===== config.mk =====
export PLATFORM = sky130hd
export DESIGN_NAME = sync_timekeeper
export DESIGN_NICKNAME = d
export VERILOG_FILES = /design/src/rtl/sync_timekeeper.sv
export SDC_FILE = /design/constraint.sdc
export NUM_CORES = 1
export LEC_CHECK = 0
export CAP_MARGIN = 30
export CORE_MARGIN = 2
export CORE_UTILIZATION = 52
export DETAILED_ROUTE_END_ITERATION = 12
export PLACE_DENSITY = 0.74
export SLEW_MARGIN = 20
export SYNTH_ARGS = -nofsm -noshare
export SYNTH_HDL_FRONTEND = slang
export SYNTH_SLANG_ARGS = --single-unit

===== constraint.sdc =====
create_clock -name clk -period 2.9 [get_ports clk]
set_clock_uncertainty 0.2 [all_clocks]
set_input_delay 0.435 -clock clk [delete_from_list [all_inputs] [get_ports clk]]
set_output_delay 0.435 -clock clk [all_outputs]
set_load 0.01 [all_outputs]

===== src/rtl/sync_timekeeper.sv =====
// Local real-time clock: qualifies the quasi-static SPI time frame across domains,
// validates it, and keeps a free-running second..year counter in the clk domain.
module sync_timekeeper #(
    parameter int unsigned CLK_HZ = 25_000_000
) (
    input  logic        clk,
    input  logic        reset_n,
    input  logic [31:0] frame,
    output logic        time_valid,
    output logic        sync_active,
    output logic        frame_err,
    output logic        tick_1hz,
    output logic [5:0]  second,
    output logic [5:0]  minute,
    output logic [4:0]  hour24,
    output logic [3:0]  hour12,
    output logic        pm,
    output logic [4:0]  day,
    output logic [3:0]  month,
    output logic [4:0]  year
);

    localparam int unsigned PW = (CLK_HZ > 1) ? $clog2(CLK_HZ) : 1;
    localparam logic [PW-1:0] P_MAX = PW'(CLK_HZ - 1);

    logic [31:0]   w1_q, w2_q, w3_q, last_q, last_d;
    logic [PW-1:0] presc_q, presc_d;
    logic          valid_q, valid_d, err_q, err_d;
    logic [5:0]    sec_q, sec_d, min_q, min_d;
    logic [4:0]    hr_q, hr_d, day_q, day_d, yr_q, yr_d;
    logic [3:0]    mon_q, mon_d;

    logic       qual, accept, f_ok, load;
    logic [5:0] f_sec, f_min;
    logic [4:0] f_hr, f_day, f_yr;
    logic [3:0] f_mon;

    function automatic logic [4:0] month_len(input logic [3:0] m, input logic [1:0] y_lo);
        case (m)
            4'd2:                      return (y_lo == 2'd0) ? 5'd29 : 5'd28;
            4'd4, 4'd6, 4'd9, 4'd11:   return 5'd30;
            default:                   return 5'd31;
        endcase
    endfunction

    assign f_yr  = w3_q[30:26];
    assign f_mon = w3_q[25:22];
    assign f_day = w3_q[21:17];
    assign f_hr  = w3_q[16:12];
    assign f_min = w3_q[11:6];
    assign f_sec = w3_q[5:0];

    // A word counts once it has been stable for two synchronizer stages and is new.
    always_comb begin
        qual   = (w2_q == w3_q) && (w3_q != last_q);
        accept = qual && !w3_q[31];
        f_ok   = (f_sec <= 6'd59) && (f_min <= 6'd59) && (f_hr <= 5'd23) &&
                 (f_mon >= 4'd1) && (f_mon <= 4'd12) &&
                 (f_day >= 5'd1) && (f_day <= month_len(f_mon, f_yr[1:0]));
        load   = accept && f_ok;
    end

    // A load in the terminal prescaler cycle swallows that second.
    assign tick_1hz = (presc_q == P_MAX) && !load;

    always_comb begin
        last_d  = accept ? w3_q : last_q;
        err_d   = accept && !f_ok;
        valid_d = valid_q | load;
        presc_d = (load || presc_q == P_MAX) ? '0 : presc_q + PW'(1);
        sec_d   = sec_q;
        min_d   = min_q;
        hr_d    = hr_q;
        day_d   = day_q;
        mon_d   = mon_q;
        yr_d    = yr_q;
        if (load) begin
            sec_d = f_sec;
            min_d = f_min;
            hr_d  = f_hr;
            day_d = f_day;
            mon_d = f_mon;
            yr_d  = f_yr;
        end else if (tick_1hz) begin
            if (sec_q != 6'd59) begin
                sec_d = sec_q + 6'd1;
            end else begin
                sec_d = 6'd0;
                if (min_q != 6'd59) begin
                    min_d = min_q + 6'd1;
                end else begin
                    min_d = 6'd0;
                    if (hr_q != 5'd23) begin
                        hr_d = hr_q + 5'd1;
                    end else begin
                        hr_d = 5'd0;
                        if (day_q != month_len(mon_q, yr_q[1:0])) begin
                            day_d = day_q + 5'd1;
                        end else begin
                            day_d = 5'd1;
                            if (mon_q != 4'd12) begin
                                mon_d = mon_q + 4'd1;
                            end else begin
                                mon_d = 4'd1;
                                yr_d  = (yr_q == 5'd31) ? 5'd0 : yr_q + 5'd1;
                            end
                        end
                    end
                end
            end
        end
    end

    always_ff @(posedge clk or negedge reset_n) begin
        if (!reset_n) begin
            w1_q    <= '0;
            w2_q    <= '0;
            w3_q    <= '0;
            last_q  <= '0;
            presc_q <= '0;
            valid_q <= 1'b0;
            err_q   <= 1'b0;
            sec_q   <= 6'd0;
            min_q   <= 6'd0;
            hr_q    <= 5'd0;
            day_q   <= 5'd1;
            mon_q   <= 4'd1;
            yr_q    <= 5'd0;
        end else begin
            w1_q    <= frame;
            w2_q    <= w1_q;
            w3_q    <= w2_q;
            last_q  <= last_d;
            presc_q <= presc_d;
            valid_q <= valid_d;
            err_q   <= err_d;
            sec_q   <= sec_d;
            min_q   <= min_d;
            hr_q    <= hr_d;
            day_q   <= day_d;
            mon_q   <= mon_d;
            yr_q    <= yr_d;
        end
    end

    assign time_valid  = valid_q;
    assign sync_active = w3_q[31];
    assign frame_err   = err_q;
    assign second      = sec_q;
    assign minute      = min_q;
    assign hour24      = hr_q;
    assign pm          = (hr_q >= 5'd12);
    assign hour12      = 4'(pm ? hr_q - 5'd12 : hr_q);
    assign day         = day_q;
    assign month       = mon_q;
    assign year        = yr_q;

endmodule

### Word level (Yosys, flattened, before mapping)

Cells that the tools add are included.

| word-level totals | value |
|---|---|
| register bits | 186 |
| latch bits | 0 |
| bits in writable memories | 0 |
| ROM bits | 0 |
| input port bits | 34 |
| output and inout port bits | 40 |
| word-level logic and storage cells | 123 |
| memories kept | 0 |

| operators by class | value |
|---|---|
| add/subtract/negate cells | 8 |
| multipliers | 0 |
| divide/modulo/power cells | 0 |
| magnitude comparators | 8 |
| eq/ne operators | 24 |
| shift-type cells | 0 |
| multiplexer cells | 44 |
| bitwise logic cells | 1 |
| reduce and logical (&&, ||, !) cells | 25 |

Operators with widths:

| operator | count |
|---|---|
| 5-bit two-way mux | 24 |
| 6-bit two-way mux | 7 |
| 32-bit == test | 1 |
| 4-bit two-way mux | 8 |
| 32-bit != test | 1 |
| 25-bit by 1-bit adder with 25-bit output (second input constant) | 1 |
| 25-bit == test (second input constant) | 1 |
| 25-bit two-way mux | 1 |
| 4-bit by 3-bit == test with 1-bit output (second input constant) | 4 |
| 4-bit == test (second input constant) | 4 |
| 5-bit by 1-bit adder with 5-bit output (second input constant) | 3 |
| 6-bit by 1-bit adder with 6-bit output (second input constant) | 2 |
| 6-bit <= comparator (second input constant) | 2 |
| 6-bit != test (second input constant) | 2 |
| 1-bit logical AND | 11 |
| 2-bit != test (second input constant) | 5 |
| 4-bit by 2-bit == test with 1-bit output (second input constant) | 2 |
| 2-bit one-hot mux with 2 select lines | 2 |
| 4-bit OR reduction | 2 |
| 6-bit AND reduction | 1 |
| 5-bit == test (second input constant) | 1 |
| 5-bit by 1-bit greater-or-equal comparator with 1-bit output (second input constant) | 1 |
| 5-bit by 4-bit greater-or-equal comparator with 1-bit output (second input constant) | 1 |
| 5-bit <= comparator | 1 |
| 18 further kinds | 22 |

### Logic depth before layout (Yosys ltp)

| depth | value |
|---|---|
| depth in word-level cells | 19 |
| depth in mapped cells | 13 |
| mapped depth without buffers | 9 |

### Least setup slack after synthesis

No wires, ideal clock.

| path | value |
|---|---|
| path type | register to register |
| start | register mon_q[0] (netlist: month[0]) |
| end | register mon_q[3] (netlist: month[3]) |
| arrival time | 2.496 ns |
| required time | 2.618 ns |
| setup slack | 0.122 ns |
| cell stages (with the launch flop) | 9 |
| buffers on the path | 0 |
| period minus slack after synthesis | 2.778 ns |
| path through | dfstp_2 -> inv_1 -> ha_1 -> nor3b_1 -> o2bb2ai_1 -> a211oi_1 -> nand2_1 -> or4_1 -> a31oi_1 |

| on the way | value |
|---|---|
| cells in the longest elaborated chain, start to end | 11 |
| elaborated cells on any way between the ends | 24 |
| those cells by class | add/sub (1); eq/ne (8); mux (13); reduce/logical (2) |

RTL lines:

| element | line | RTL |
|---|---|---|
| start: declaration | 31 | `logic [3:0] mon_q, mon_d;` |
| start signal: assignment | 141 | `mon_q <= mon_d;` |
| 4-bit by 3-bit == test with 1-bit output or 4-bit == test (tied branches) | 39 | `case (m)` |
| 4-bit OR reduction | 39 |  |
| 2-bit one-hot mux with 2 select lines | 39 |  |
| 5-bit two-way mux | 93 | `if (hr_q != 5'd23) begin` |
| 5-bit two-way mux | 89 | `if (min_q != 6'd59) begin` |
| 5-bit two-way mux | 85 | `if (sec_q != 6'd59) begin` |
| 5-bit two-way mux | 84 | `end else if (tick_1hz) begin` |
| 5-bit two-way mux | 77 | `if (load) begin` |
| 5-bit != test | 97 | `if (day_q != month_len(mon_q, yr_q[1:0])) begin` |
| 2-bit != test (no line) | n/a |  |
| 5-bit AND reduction (no line) | n/a |  |

Several ways; a longest one is shown, not always the timed one. The select of a mux whose other input is x is not followed.
A chain may end at the register's enable or synchronous reset.

### Worst setup path after layout

| path | value |
|---|---|
| start | register w3_q[25] |
| end | output port tick_1hz |

| on the way | value |
|---|---|
| cells in the longest elaborated chain, start to end | 8 |
| elaborated cells on any way between the ends | 21 |
| those cells by class | order compare (3); eq/ne (7); mux (1); reduce/logical (10) |

RTL lines:

| element | line | RTL |
|---|---|---|
| start: declaration | 26 | `logic [31:0] w1_q, w2_q, w3_q, last_q, last_d;` |
| start signal: assignment | 132 | `w3_q <= w2_q;` |
| 4-bit by 3-bit == test with 1-bit output (tied with other cells) | 39 |  |
| 4-bit OR reduction or 1-bit logical AND (tied branches) | 39, 57 |  |
| 2-bit one-hot mux with 2 select lines or 1-bit logical AND (tied branches) | 39, 58 |  |
| 5-bit <= comparator or 1-bit logical AND (tied branches) | 59, 58 |  |
| 1-bit logical AND | 59 | `(f_day >= 5'd1) && (f_day <= month_len(f_mon, f_yr[1:0]));` |
| 1-bit logical AND * | 60 | `load = accept && f_ok;` |
| 1-bit zero test * | 64 | `assign tick_1hz = (presc_q == P_MAX) && !load;` |
| 1-bit logical AND * | 64 |  |
| end: declaration | 12 | `output logic tick_1hz,` |

Mark *: on every way between the ends. The rest lies on a longest branch, timed or not.

==> results.json <==
{
  "cp-endpoint": "tick_1hz",
  "fmax_ghz": 0.3415,
  "pin_count": 74,
  "dp.final_hpwl_mm": 13.71,
  "vias": 5972,
  "area_delta_synth_final_pct": 26.34,
  "post-synth-top-area-fraction_pct": 57.20,
  "ff2ff_setup_slack_ns": 0.12,
  "critPathCaptureType": "primary output",
  "placed_cells": 1020,
  "nets": 909,
  "tritoncts": "built",
  "slew_violations": 0,
  "grt_first_pass_wirelength_mm": 31.26,
  "grtUsageMet3_pct": 4.990,
  "post_synth_inst_count": 726,
  "groute.layer.met2.usage_pct": 40.39,
  "groute.layer.met1.usage_pct": 32.87,
  "firstDrtPassIters": 5,
  "post-route-worst-setup-slack_ns": -0.02788,
  "yosys-top-cells-area": "sky130_fd_sc_hd__dfrtp_1 57%, sky130_fd_sc_hd__nand2_1 5.2%, sky130_fd_sc_hd__xor2_1 5.1%",
  "grt_start_max_net_pins": 74,
  "maximum_root_to_sink_buffer_count": 2,
  "clk_root_buffer_cell": "sky130_fd_sc_hd__clkbuf_16",
  "grt-busiest-layer": "met2",
  "timing.slew.headroom_pct": 53.19,
  "drcViolationCount": 0,
  "critPathRequiredTime_ns": 2.27,
  "failing_checks": "negative setup slack",
  "synthesis.yosys.warnings": 0,
  "design.core.area_um2": 15150,
  "max_slew.worst_pin.slew_ns": 0.7021,
  "finalHoldViolCount": 0,
  "die_h_um": 128.4,
  "ff2ff_path_depth": 10,
  "synthDistinctLibCells": 58,
  "viasPerCell": 5.639,
  "h-tree-depth": 4,
  "clkTransAtPathRegs_ns": 0.07,
  "num_cts_buffers": 17,
  "dr.first_iter.drc_count": 454,
  "synth-async-reset-ratio_pct": 100.0,
  "antenna_violations_before_repair": 0,
  "synth-seq-area-share_pct": 57.85,
  "p_per_area_nw_per_um2": 532.2,
  "grt_pass1_vias": 5949,
  "timing.critical_path.fanout_max": 4,
  "io_buffer_count": 73,
  "drive_above_1_share_pct": 18.03,
  "instances_no_fill": 1059,
  "critical_path.startpoint": "w3_q[25]",
  "ant_nets": 0,
  "critical_path.reg2reg.endpoint": "year[3]",
  "global_route.usage.total_pct": 24.74,
  "crit_path_start_kind": "flip-flop",
  "route.detailed.wl_per_inst_um": 18.15,
  "worst-setup-path-type": "flip-flop to primary output",
  "chipWidth_um": 128.4,
  "synth_fp_nets": 777,
  "power_leakage_nw": 4.638,
  "preCtsSetupSlack_ns": -0.07761,
  "report.final.setup_viol": 1,
  "yosys-top-cells-count": "184 x sky130_fd_sc_hd__dfrtp_1, 112 x sky130_fd_sc_hd__nand2_1, 48 x sky130_fd_sc_hd__nor2_1, 47 x sky130_fd_sc_hd__xor2_1, 39 x sky130_fd_sc_hd__xnor2_1",
  "dieArea_um2": 16490,
  "final.period_utilization_pct": 101.0,
  "clkLatencyLatePin_ns": 0.43,
  "netlist.top_cell.by_area": "sky130_fd_sc_hd__dfrtp_1",
  "place.gp.congestion": 0.9035,
  "cts.sink_count": 186,
  "rsz0062_at_grt": "true",
  "wl_mm": 19.22,
  "most_frequent_cell_after_synthesis": "sky130_fd_sc_hd__dfrtp_1",
  "vdd_ir_drop_max_mv": 0.5521,
  "global_route.overflow_total": 0,
  "synth.cell_area_um2": 8050,
  "critical_path_arrival_ns": 2.29,
  "synthesis.area_per_instance_um2": 11.09,
  "min_period_ns": 2.928,
  "final_core_utilization_pct": 67.15,
  "report.power.total_mw": 5.413,
  "synth_enable_flop_cells": 0,
  "row_count": 45,
  "outcome": "finished with violations",
  "holdCritPathClass": "flip-flop to flip-flop",
  "antenna_cells_inserted": 0,
  "ys_seq_elements": 186,
  "synth_flop_cell": "sky130_fd_sc_hd__dfrtp_1",
  "worstReg2RegStart": "month[0]",
  "floorplan.initialDensity_pct": 53.15,
  "timing.max_cap.violations": 0
}
critical path: stages, from the launching register on:
cell                       delay (ns)
sky130_fd_sc_hd__dfrtp_2         0.44
sky130_fd_sc_hd__buf_6           0.14
sky130_fd_sc_hd__xnor2_2         0.12
sky130_fd_sc_hd__nand4_1         0.16
sky130_fd_sc_hd__nor4_2          0.38
sky130_fd_sc_hd__o211ai_1        0.15
sky130_fd_sc_hd__buf_4           0.16
sky130_fd_sc_hd__nor2_4          0.12
sky130_fd_sc_hd__nor2_2          0.06
sky130_fd_sc_hd__buf_2           0.13
placed cells by master (no fill, tap or decap), types with 6 or more instances in the layout:
| cell type | instances |
|---|---|
| sky130_fd_sc_hd__a21oi_1 | 7 |
| sky130_fd_sc_hd__a31oi_1 | 13 |
| sky130_fd_sc_hd__and2_1 | 8 |
| sky130_fd_sc_hd__and3_1 | 7 |
| sky130_fd_sc_hd__buf_4 | 60 |
| sky130_fd_sc_hd__clkbuf_16 | 17 |
| sky130_fd_sc_hd__clkdlybuf4s50_1 | 70 |
| sky130_fd_sc_hd__dfrtp_1 | 179 |
| sky130_fd_sc_hd__ha_1 | 17 |
| sky130_fd_sc_hd__inv_1 | 16 |
| sky130_fd_sc_hd__mux2_2 | 12 |
| sky130_fd_sc_hd__mux2i_1 | 6 |
| sky130_fd_sc_hd__nand2_1 | 111 |
| sky130_fd_sc_hd__nand3_1 | 34 |
| sky130_fd_sc_hd__nand4_1 | 19 |
| sky130_fd_sc_hd__nor2_1 | 46 |
| sky130_fd_sc_hd__nor3_1 | 17 |
| sky130_fd_sc_hd__nor4_1 | 14 |
| sky130_fd_sc_hd__o21ai_0 | 19 |
| sky130_fd_sc_hd__o31ai_1 | 11 |
| sky130_fd_sc_hd__xnor2_1 | 34 |
| sky130_fd_sc_hd__xor2_1 | 47 |
kinds of logic after synthesis:
kind of cell | after synthesis | synth area share (%)
flops | 186 | 57.85
fa+ha+maj | 17 | 2.642
mux | 19 | 2.549
buf+inv | 44 | 2.782
simple gates | 299 | 18.74
xor+xnor | 86 | 9.357
compound gates | 75 | 6.077
layout make-up:
type | instances | area [µm²]
timing repair buffer | 141 | 1304
tap | 188 | 235.2
sequential | 186 | 4663
inverter | 16 | 60.06
multi-input combinational | 496 | 3287
fill | 1158 | 4975
clock inverter | 14 | 182.7
clock buffer | 18 | 439.2
how the worst min path moves through the flow:
stage,slack [ns],from,cells after the start,to
4_1_cts,0.15,w1_q[27],0,w2_q[27]
2_1_floorplan,-0.06,reset_n,0,day[1]
3_3_place_gp,0.13,w1_q[31],0,w2_q[31]
6_report,0.15,w1_q[27],0,w2_q[27]
5_1_grt,0.15,w1_q[27],0,w2_q[27]
3_5_place_dp,0.14,w1_q[25],0,w2_q[25]
stage by stage:
stage / setup TNS, ns / cell area [µm²] / hold slack, ns
final: -0.02788 / 10170 / 0.1470
after global routing: -0.1139 / 10170 / 0.1526
after CTS: -0.04960 / 10040 / 0.1503
after detailed placement: -0.07761 / 9349 / 0.1358
after global placement: -0.08699 / 9349 / 0.1330
after floorplan: 0 / 8050 / -0.06059
power by group:
group          total, mW  switching [mW]  internal, mW
Combinational      0.281           0.141         0.140
Sequential          2.72          0.0594          2.66
Clock               2.41            1.07          1.34
Total               5.41            1.27          4.14
flip-flops by register name, summed over array words and instances, names as in the netlist:
name	flops
day	5
frame_err	1
hour24	5
last_q	32
minute	6
month	4
presc_q	25
second	6
time_valid	1
w1_q	32
w2_q	32
w3_q	32
year	5
repair_timing:
item,4_1_cts,5_1_grt
pin swaps,10,10
endpoints found under the hold margin,68,0
buffers inserted,4,4
hold buffers,1,0
resized for setup,14,23
setup endpoints to repair,3,32
metal layers:
metal	wire length, µm	up-vias
met2	9570	191
li1	-	2773
met3	937	24
met5	0	-
met1	8328	2984
met4	383	0
No activity file was read; power rests on OpenSTA's default activity.
